<file path="src/rtl/branch_redirect_ctrl_if.sv">
// rtl/branch_redirect_ctrl_if.sv - branch resolve/retire/redirect bundle
//
// Groups the branch-unit resolve port, the ROB-head retire port and the
// flush/redirect/stall outputs of branch_redirect_ctrl.
//   master : branch unit + ROB side (drives resolve_* and retire_*)
//   slave  : branch_redirect_ctrl (drives ready, flush, redirect, stall, counts)
interface branch_redirect_ctrl_if #(
    parameter int XLEN     = 32,
    parameter int ROB_SIZE = 8
);
    localparam int IDXW = $clog2(ROB_SIZE);

    logic            resolve_valid;
    logic [IDXW-1:0] resolve_rob_idx;
    logic            resolve_cond;
    logic [XLEN-1:0] resolve_target;

    logic            retire_valid;
    logic            retire_is_branch;
    logic [IDXW-1:0] retire_rob_idx;

    logic            branch_ready;
    logic            flush;
    logic [XLEN-1:0] redirect_pc;
    logic            fetch_stall;
    logic [15:0]     branch_count;
    logic [15:0]     mispredict_count;

    modport master (
        output resolve_valid, resolve_rob_idx, resolve_cond, resolve_target,
        output retire_valid, retire_is_branch, retire_rob_idx,
        input  branch_ready, flush, redirect_pc, fetch_stall,
        input  branch_count, mispredict_count
    );

    modport slave (
        input  resolve_valid, resolve_rob_idx, resolve_cond, resolve_target,
        input  retire_valid, retire_is_branch, retire_rob_idx,
        output branch_ready, flush, redirect_pc, fetch_stall,
        output branch_count, mispredict_count
    );
endinterface

</file>
<file path="src/rtl/branch_redirect_ctrl.sv">
// rtl/branch_redirect_ctrl.sv - per-ROB branch outcome table with flush/redirect on retire
//
// Holds resolved branch outcomes per ROB tag until the branch reaches ROB
// head. The front end predicts not-taken, so any taken outcome retiring is a
// mispredict: issue a one-cycle flush with the stored target, then hold fetch
// for RECOVER_CYCLES more cycles.
// Ports:
//   clock, reset : single clock, asynchronous active-high reset
//   bus (slave)  : resolve_* in, retire_* in, branch_ready (comb),
//                  flush / redirect_pc / fetch_stall (registered),
//                  branch_count / mispredict_count (16-bit, wrapping)
module branch_redirect_ctrl #(
    parameter int XLEN           = 32,
    parameter int ROB_SIZE       = 8,
    parameter int RECOVER_CYCLES = 2
) (
    input  logic             clock,
    input  logic             reset,
    branch_redirect_ctrl_if.slave bus
);
    typedef enum logic [1:0] {
        ST_IDLE    = 2'd0,
        ST_FLUSH   = 2'd1,
        ST_RECOVER = 2'd2
    } state_t;

    state_t state, state_next;
    logic [3:0] rec_cnt, rec_cnt_next;

    logic [ROB_SIZE-1:0] ent_valid;
    logic [ROB_SIZE-1:0] ent_cond;
    logic [XLEN-1:0]     ent_target [ROB_SIZE];

    logic            flush_q;
    logic            stall_q;
    logic [XLEN-1:0] redirect_q;
    logic [15:0]     branch_cnt_q;
    logic [15:0]     mispredict_cnt_q;

    logic            is_idle;
    logic            bypass_hit;
    logic            head_valid;
    logic            head_cond;
    logic [XLEN-1:0] head_target;
    logic            ready;
    logic            mispredict;
    logic            resolve_wr;

    assign is_idle = (state == ST_IDLE);

    // Same-cycle resolve of the head tag wins over whatever the table holds.
    assign bypass_hit  = bus.resolve_valid && (bus.resolve_rob_idx == bus.retire_rob_idx);
    assign head_valid  = ent_valid[bus.retire_rob_idx] | bypass_hit;
    assign head_cond   = bypass_hit ? bus.resolve_cond   : ent_cond[bus.retire_rob_idx];
    assign head_target = bus.resolve_valid && bypass_hit ? bus.resolve_target
                                                          : ent_target[bus.retire_rob_idx];

    // Gated by reset so a bypassed retire cannot look ready while in reset.
    assign ready = bus.retire_valid && bus.retire_is_branch && head_valid
                   && is_idle && !reset;
    assign mispredict = ready && head_cond;

    // Resolves outside IDLE belong to squashed instructions.
    assign resolve_wr = bus.resolve_valid && is_idle;

    always_comb begin
        state_next   = state;
        rec_cnt_next = rec_cnt;
        case (state)
            ST_IDLE: begin
                if (mispredict) begin
                    state_next = ST_FLUSH;
                end
            end
            ST_FLUSH: begin
                rec_cnt_next = 4'(RECOVER_CYCLES);
                state_next   = ST_RECOVER;
            end
            ST_RECOVER: begin
                rec_cnt_next = rec_cnt - 4'd1;
                // Counter hits zero this cycle: next cycle is IDLE.
                if (rec_cnt <= 4'd1) begin
                    state_next = ST_IDLE;
                end
            end
            default: begin
                state_next   = ST_IDLE;
                rec_cnt_next = 4'd0;
            end
        endcase
    end

    always_ff @(posedge clock or posedge reset) begin
        if (reset) begin
            state            <= ST_IDLE;
            rec_cnt          <= 4'd0;
            flush_q          <= 1'b0;
            stall_q          <= 1'b0;
            redirect_q       <= '0;
            branch_cnt_q     <= 16'd0;
            mispredict_cnt_q <= 16'd0;
        end else begin
            state   <= state_next;
            rec_cnt <= rec_cnt_next;
            // Outputs are decoded from the next state so they line up with
            // the state they describe, without a combinational path out.
            flush_q <= (state_next == ST_FLUSH);
            stall_q <= (state_next != ST_IDLE);
            if (ready) begin
                branch_cnt_q <= branch_cnt_q + 16'd1;
            end
            if (mispredict) begin
                mispredict_cnt_q <= mispredict_cnt_q + 16'd1;
                redirect_q       <= head_target;
            end
        end
    end

    // Valid bits: retire clear is applied after the resolve write so a
    // bypassed same-index pair leaves the entry empty.
    always_ff @(posedge clock or posedge reset) begin
        if (reset) begin
            ent_valid <= '0;
        end else if (state == ST_FLUSH) begin
            ent_valid <= '0;
        end else begin
            if (resolve_wr) begin
                ent_valid[bus.resolve_rob_idx] <= 1'b1;
            end
            if (ready) begin
                ent_valid[bus.retire_rob_idx] <= 1'b0;
            end
        end
    end

    // Payload needs no reset; it is only read while its valid bit is set.
    always_ff @(posedge clock) begin
        if (resolve_wr) begin
            ent_cond[bus.resolve_rob_idx]   <= bus.resolve_cond;
            ent_target[bus.resolve_rob_idx] <= bus.resolve_target;
        end
    end

    assign bus.branch_ready     = ready;
    assign bus.flush            = flush_q;
    assign bus.redirect_pc      = redirect_q;
    assign bus.fetch_stall      = stall_q;
    assign bus.branch_count     = branch_cnt_q;
    assign bus.mispredict_count = mispredict_cnt_q;
endmodule

</file>
<file path="src/flat_wrapper.sv">
// flat-port wrapper written by rule: the top's interface ports become plain ports
module branch_redirect_ctrl_flat 
#(
    parameter int XLEN           = 32,
    parameter int ROB_SIZE       = 8,
    parameter int RECOVER_CYCLES = 2
)
  (clock, reset, bus_resolve_valid, bus_resolve_rob_idx, bus_resolve_cond, bus_resolve_target, bus_retire_valid, bus_retire_is_branch, bus_retire_rob_idx, bus_branch_ready, bus_flush, bus_redirect_pc, bus_fetch_stall, bus_branch_count, bus_mispredict_count);
  branch_redirect_ctrl_if #(.XLEN(XLEN), .ROB_SIZE(ROB_SIZE)) bus_i ();
  input  logic clock;
  input  logic reset;
  input wire logic [$bits(bus_i.resolve_valid)-1:0] bus_resolve_valid;
  input wire logic [$bits(bus_i.resolve_rob_idx)-1:0] bus_resolve_rob_idx;
  input wire logic [$bits(bus_i.resolve_cond)-1:0] bus_resolve_cond;
  input wire logic [$bits(bus_i.resolve_target)-1:0] bus_resolve_target;
  input wire logic [$bits(bus_i.retire_valid)-1:0] bus_retire_valid;
  input wire logic [$bits(bus_i.retire_is_branch)-1:0] bus_retire_is_branch;
  input wire logic [$bits(bus_i.retire_rob_idx)-1:0] bus_retire_rob_idx;
  output wire logic [$bits(bus_i.branch_ready)-1:0] bus_branch_ready;
  output wire logic [$bits(bus_i.flush)-1:0] bus_flush;
  output wire logic [$bits(bus_i.redirect_pc)-1:0] bus_redirect_pc;
  output wire logic [$bits(bus_i.fetch_stall)-1:0] bus_fetch_stall;
  output wire logic [$bits(bus_i.branch_count)-1:0] bus_branch_count;
  output wire logic [$bits(bus_i.mispredict_count)-1:0] bus_mispredict_count;
  assign bus_i.resolve_valid = bus_resolve_valid;
  assign bus_i.resolve_rob_idx = bus_resolve_rob_idx;
  assign bus_i.resolve_cond = bus_resolve_cond;
  assign bus_i.resolve_target = bus_resolve_target;
  assign bus_i.retire_valid = bus_retire_valid;
  assign bus_i.retire_is_branch = bus_retire_is_branch;
  assign bus_i.retire_rob_idx = bus_retire_rob_idx;
  assign bus_branch_ready = bus_i.branch_ready;
  assign bus_flush = bus_i.flush;
  assign bus_redirect_pc = bus_i.redirect_pc;
  assign bus_fetch_stall = bus_i.fetch_stall;
  assign bus_branch_count = bus_i.branch_count;
  assign bus_mispredict_count = bus_i.mispredict_count;
  branch_redirect_ctrl #(.XLEN(XLEN), .ROB_SIZE(ROB_SIZE), .RECOVER_CYCLES(RECOVER_CYCLES)) u_core (.clock(clock), .reset(reset), .bus(bus_i));
endmodule
</file>
<file path="config.mk">
export PLATFORM = sky130hd
export DESIGN_NAME = branch_redirect_ctrl_flat
export DESIGN_NICKNAME = d
export VERILOG_FILES = /design/src/rtl/branch_redirect_ctrl_if.sv /design/src/rtl/branch_redirect_ctrl.sv /design/src/flat_wrapper.sv
export SDC_FILE = /design/constraint.sdc
export NUM_CORES = 1
export LEC_CHECK = 0
export ABC_AREA = 1
export ABC_CLOCK_PERIOD_IN_PS = 3600
export BUFFER_PORTS_ARGS = -buffer_cell sky130_fd_sc_hd__buf_2
export CAP_MARGIN = 30
export CORE_ASPECT_RATIO = 1.75
export CORE_MARGIN = 5
export CORE_UTILIZATION = 30
export DETAILED_ROUTE_END_ITERATION = 10
export PLACE_DENSITY = 0.42
export SLEW_MARGIN = 10
export SYNTH_ARGS = -nofsm -noshare
export SYNTH_HDL_FRONTEND = slang
export SYNTH_SLANG_ARGS = --single-unit
</file>
<file path="constraint.sdc">
create_clock -name clock -period 3.6 [get_ports clock]
set_input_delay 0.18 -clock clock [delete_from_list [all_inputs] [get_ports clock]]
set_output_delay 0.18 -clock clock [all_outputs]
set_load 0.1 [all_outputs]
</file>
======== Word level (Yosys, flattened, before mapping) ========
Memories as Yosys holds them, arrays and structs flattened. A register that Yosys moved wholly into a read port is not among the register bits.
Index checks and enable logic that the tools add are counted.
storage, ports and cells
  register bits ........................... 56
  RAM bits ................................ 256
  input bits .............................. 44
  word-level logic and storage cells ...... 57
  memories ................................ 1
memory list
  memory             depth  width  read ports  clocked after Yosys merged registers in  write ports  line                        text
  u_core.ent_target  8      32     1           1                                        1            branch_redirect_ctrl.sv:32  logic [XLEN-1:0] ent_target [ROB_SIZE];
cells by class
  add/subtract/negate cells ............... 3
  order comparisons ....................... 5
  eq/ne operators ......................... 4
  muxes and demuxes ....................... 20
  bitwise logic cells ..................... 4
  reductions and logical operators ........ 12
operators with widths
  operator               number
  $add 16x1->16 const B  2
  $mux 8                 4
  $pmux 4 s3             1
  $logic_and 1x1->1      9
  $and 8x8->8            1
  $bwmux 8               1
  $lt 3x4->1 const B     2
  $not 8->8              1
  $or 8x8->8             1
  $mux 1                 7
  $bmux 1 s3             2
  $demux 1 s3            2
  $ge 3x1->1 const B     2
  $pmux 2 s3             1
  $eq 2x1->1 const B     2
  $le 4x1->1 const B     1
  $mux 2                 2
  $sub 4x1->4 const B    1
  $eq 3x3->1             1
  $eq 2x2->1 const B     1
  $logic_not 2->1        1
  $reduce_bool 2->1      1
  $logic_not 1->1        1
  $or 1x1->1             1

======== Depth between registers and ports, before layout ========
  depth in word-level cells ............... 10
  gate-level depth with buffers ........... 15
  gate-level depth less buffers ........... 13

======== Least setup slack after synthesis ========
Ideal clock, no wire load.
  path kind ............................... input to register
  from .................................... input reset
  to ...................................... register u_core.ent_valid[6]
  setup time .............................. 0.123 ns
  arrival time ............................ 3.278 ns
  slack ................................... 0.199 ns
  stages on the path ...................... 8
  buffers on the path ..................... 1
  path through ............................ inv_1 > nand3_1 > nor2_1 > a21boi_4 > buf_2 > nand2_1 > o211ai_1 > inv_1
on the way
  word-level cells in the longest chain between the ends .. 4
RTL lines
  element                         line                         text
  start: declaration              flat_wrapper.sv:11           input logic reset;
  $logic_not 1->1                 branch_redirect_ctrl.sv:60   && is_idle && !reset;
  $logic_and 1x1->1               branch_redirect_ctrl.sv:60
  named net bus_branch_ready      flat_wrapper.sv:19           output wire logic [$bits(bus_i.branch_ready)-1:0] bus_branch_ready;
  $mux 8                          branch_redirect_ctrl.sv:130  if (ready) begin
  $mux 8                          branch_redirect_ctrl.sv:124  end else if (state == ST_FLUSH) begin
  end signal: assignment          branch_redirect_ctrl.sv:123  ent_valid <= '0;
  end signal: assignment          branch_redirect_ctrl.sv:125  ent_valid <= '0;
  end signal: indexed assignment  branch_redirect_ctrl.sv:131  ent_valid[bus.retire_rob_idx] <= 1'b0;
  end: declaration                branch_redirect_ctrl.sv:30   logic [ROB_SIZE-1:0] ent_valid;
The timed path passes the listed nets, and every way through them passes these cells.
A chain may end at the register's enable or synchronous reset.

======== Final worst setup path ========
  from .................................... register u_core.state[0]
  to ...................................... output bus_branch_ready
on the way
  word-level cells in the longest chain between the ends .. 3
RTL lines
  element                         line                         text
  start: declaration              branch_redirect_ctrl.sv:27   state_t state, state_next;
  start signal: assignment        branch_redirect_ctrl.sv:103  state <= state_next;
  $logic_not 2->1                 branch_redirect_ctrl.sv:49   assign is_idle = (state == ST_IDLE);
  $logic_and 1x1->1 (2 in a row)  branch_redirect_ctrl.sv:60
  end: declaration                flat_wrapper.sv:19
No other way between the ends.

==> results.py <==
metrics = {
    "run_status": {
        "status": "complete, no violations",
    },
    "worst_hold_path": {
        "min_path_type": "in2async",
    },
    "critical_path": {
        "ff2ff_setup_slack_ps": 960,
        "crit_path_start_kind": "flop",
        "cp_max_fo": 17,
        "crit_arrival_ps": 2710,
        "required_ps": 3420,
        "reg2reg_depth": 9,
        "worst_setup_path_end_kind": "output pin",
        "rr_startpoint": "u_core.state[0]",
        "setup.worst_path.class": "reg2out",
        "r2r_end": "u_core.bus.mispredict_count[4]",
    },
    "global_route": {
        "grt_pass1_wl_mm": 61.0,
        "antenna_found_initial": 1,
        "globalRouteMet2Util_pct": 28.4,
        "overflow": 0,
        "gr-usage-met3_pct": 2.10,
        "grt_max_degree": 55,
        "gr-usage-all-layers_pct": 15.4,
        "met1_usage_pct": 18.7,
        "grt_pass1_vias": 9595,
        "grt_busiest_layer": "met2",
    },
    "final_layout": {
        "register_area_um2": 9930,
        "multiInputGateArea_um2": 3720,
        "nFillCells": 4621,
        "final_cell_mix": "nand2_1 (514), edfxtp_1 (264), buf_2 (110), dfrtp_1 (80), inv_1 (59)",
        "fin_nets": 1467,
        "drive_above_1_share_pct": 14.8,
        "mostFrequentLayoutCell": "nand2_1",
        "syn_to_final_growth_pct": 20.1,
    },
    "pwr": {
        "finalPower_uw": 12500,
        "p_per_area_nw_per_um2": 736,
        "ir_drop_v": 0.000397,
        "leakagePower_uw": 0.00678,
    },
    "job": {
        "maxCapViolCount": 0,
    },
    "floorplanning": {
        "dieArea_um2": 51600,
        "dieWidth_um": 174,
        "io_pins": 111,
        "start_util_pct": 30.2,
        "die_h_um": 297,
        "rows": 105,
        "core_um2": 46800,
    },
    "route": {
        "drt_iter0_markers": 607,
        "vias_per_cell": 4.68,
        "drc": 0,
        "ant_nets": 0,
        "wl_per_cell_um": 20.0,
        "drt_first_pass_iters": 5,
        "drt-total-wl_mm": 40.6,
        "vias": 9511,
    },
    "timing": {
        "worst_pin_slew_ps": 841,
        "maxSlewViolCount": 0,
        "slew_headroom_pct": 43.8,
        "fin_setup_tns_ps": 0,
        "setup_viol": 0,
        "finalCriticalPeriod_ps": 2890,
        "timing.final.hold_violations": 0,
        "min_period_over_period_pct": 80.3,
        "rsz0062_at_grt": "false",
        "skew_ps": 21.7,
        "max_clock_freq_ghz": 0.346,
    },
    "synth": {
        "synthesis.area_um2": 14100,
        "synth_enable_flop_cells": 264,
        "yosysWarnings": 0,
        "synth.ff_latch_count": 344,
        "ys.flop_type": "edfxtp_1",
        "async_flop_share_pct": 23.3,
        "syn_inst": 1262,
        "syn_avg_cell_area_um2": 11.2,
        "yosysSeqAreaShare_pct": 70.4,
        "synth_nets": 1314,
        "ys_types": 34,
    },
    "clock_network": {
        "clkLatencyLatePin_ps": 540,
        "post_cts_buffers": 0,
        "h-tree-depth": 2,
        "clock-root-buffer": "clkbuf_16",
        "cts_tree": "done",
        "cts_inserted_buffers": 35,
        "numClockSinks": 344,
        "cts.path.max_buffers": 3,
        "clk_pin_slew_ps": 70,
    },
    "placement": {
        "io_buffers": 110,
        "gp_congestion": 0.760,
        "dp_hpwl_mm": 23.1,
    },
}
==> repair_timing <==
action                    in CTS  in global routing
hold buffers                  34                  0
hold endpoints to repair     290                  0
gates resized for setup        0                  0
==> report_power, final <==
group	leakage, µW	internal, µW	switching, µW
clock	0.000604	2340	1600
combinational	0.00273	582	2860
sequential	0.00344	4760	322
==> worst max-delay path, stage by stage (launching register included) <==
cell,delay (ps)
dfrtp_1,410
inv_1,130
ha_1,240
inv_1,150
nor2_1,240
a21boi_4,280
buf_4,270
buf_2,480
==> synthesized netlist by cell type (all sizes together), types with 10 or more instances <==
cell | instances | share of area, %
inv | 70 | 1.9
a21oi | 28 | 1.0
dfrtp | 80 | 14
clkbuf | 10 | 0.27
xnor2 | 14 | 0.87
nor2 | 43 | 1.2
edfxtp | 264 | 56
o21ai | 51 | 1.8
nand2 | 515 | 14
nand3 | 28 | 1.0
nand4 | 55 | 2.4
xor2 | 16 | 0.99
a22oi | 12 | 0.64
buf | 35 | 1.5
==> through the flow <==
stage	util, %	area (µm²)	setup WS [ps]	hold WS (ps)	instances
final	36.2	16900	709	189	2031
after detailed placement	32.8	15400	768	219	1932
after global routing	36.2	16900	519	232	2031
after CTS	36.2	16900	621	170	2030
after global placement	32.8	15400	812	216	1932
after floorplan	-	14100	199	279	1262
==> cell type report <==
type / instances / share of cell area, %
flip-flops and latches: 344 / 58.6
multi-input cells: 801 / 22.0
repair buffers: 161 / 6.09
clock buffers: 41 / 5.61
well taps: 588 / 4.34
clock inverters: 23 / 1.69
inverters: 72 / 1.62
diodes: 1 / 0.0148
==> per-layer routing <==
| metal | vias up | wire length [µm] | part of all wire (%) |
|---|---|---|---|
| li1 | 4578 | - | - |
| met1 | 4687 | 16900 | 42 |
| met2 | 198 | 21300 | 53 |
| met3 | 48 | 1470 | 3.6 |
| met4 | 0 | 870 | 2.1 |
| met5 | - | 0 | 0 |
==> flip-flops by register name, summed over array words and instances (netlist names) <==
| register | flops |
|---|---|
| u_core.ent_target | 256 |
| u_core.state | 2 |
| u_core.ent_cond | 8 |
| u_core.bus.branch_count | 16 |
| u_core.bus.redirect_pc | 32 |
| u_core.bus.flush | 1 |
| u_core.rec_cnt | 4 |
| u_core.ent_valid | 8 |
| u_core.bus.mispredict_count | 16 |
| u_core.bus.fetch_stall | 1 |
==> kinds of logic after synthesis <==
| kind of cell | Yosys count | share of synthesized area (%) |
|---|---|---|
| adder cells (fa/ha/maj) | 8 | 0.710 |
| AND/OR/NAND/NOR | 656 | 19.0 |
| XOR/XNOR | 30 | 1.86 |
| buffers and inverters | 117 | 3.66 |
| flip-flops | 344 | 70.4 |
| AO/OA/AOI/OAI | 107 | 4.36 |
==> how the worst max path moves through the flow <==
stage	cells past startpoint	startpoint	endpoint
floorplan	8	reset	u_core.ent_valid[6]
global placement	13	bus_retire_rob_idx[0]	u_core.bus.redirect_pc[12]
detailed placement	13	bus_retire_rob_idx[0]	u_core.bus.mispredict_count[4]
CTS	7	u_core.state[0]	bus_branch_ready
global route	7	u_core.state[0]	bus_branch_ready
finish	7	u_core.state[0]	bus_branch_ready
(Power assumes the default switching activity.)
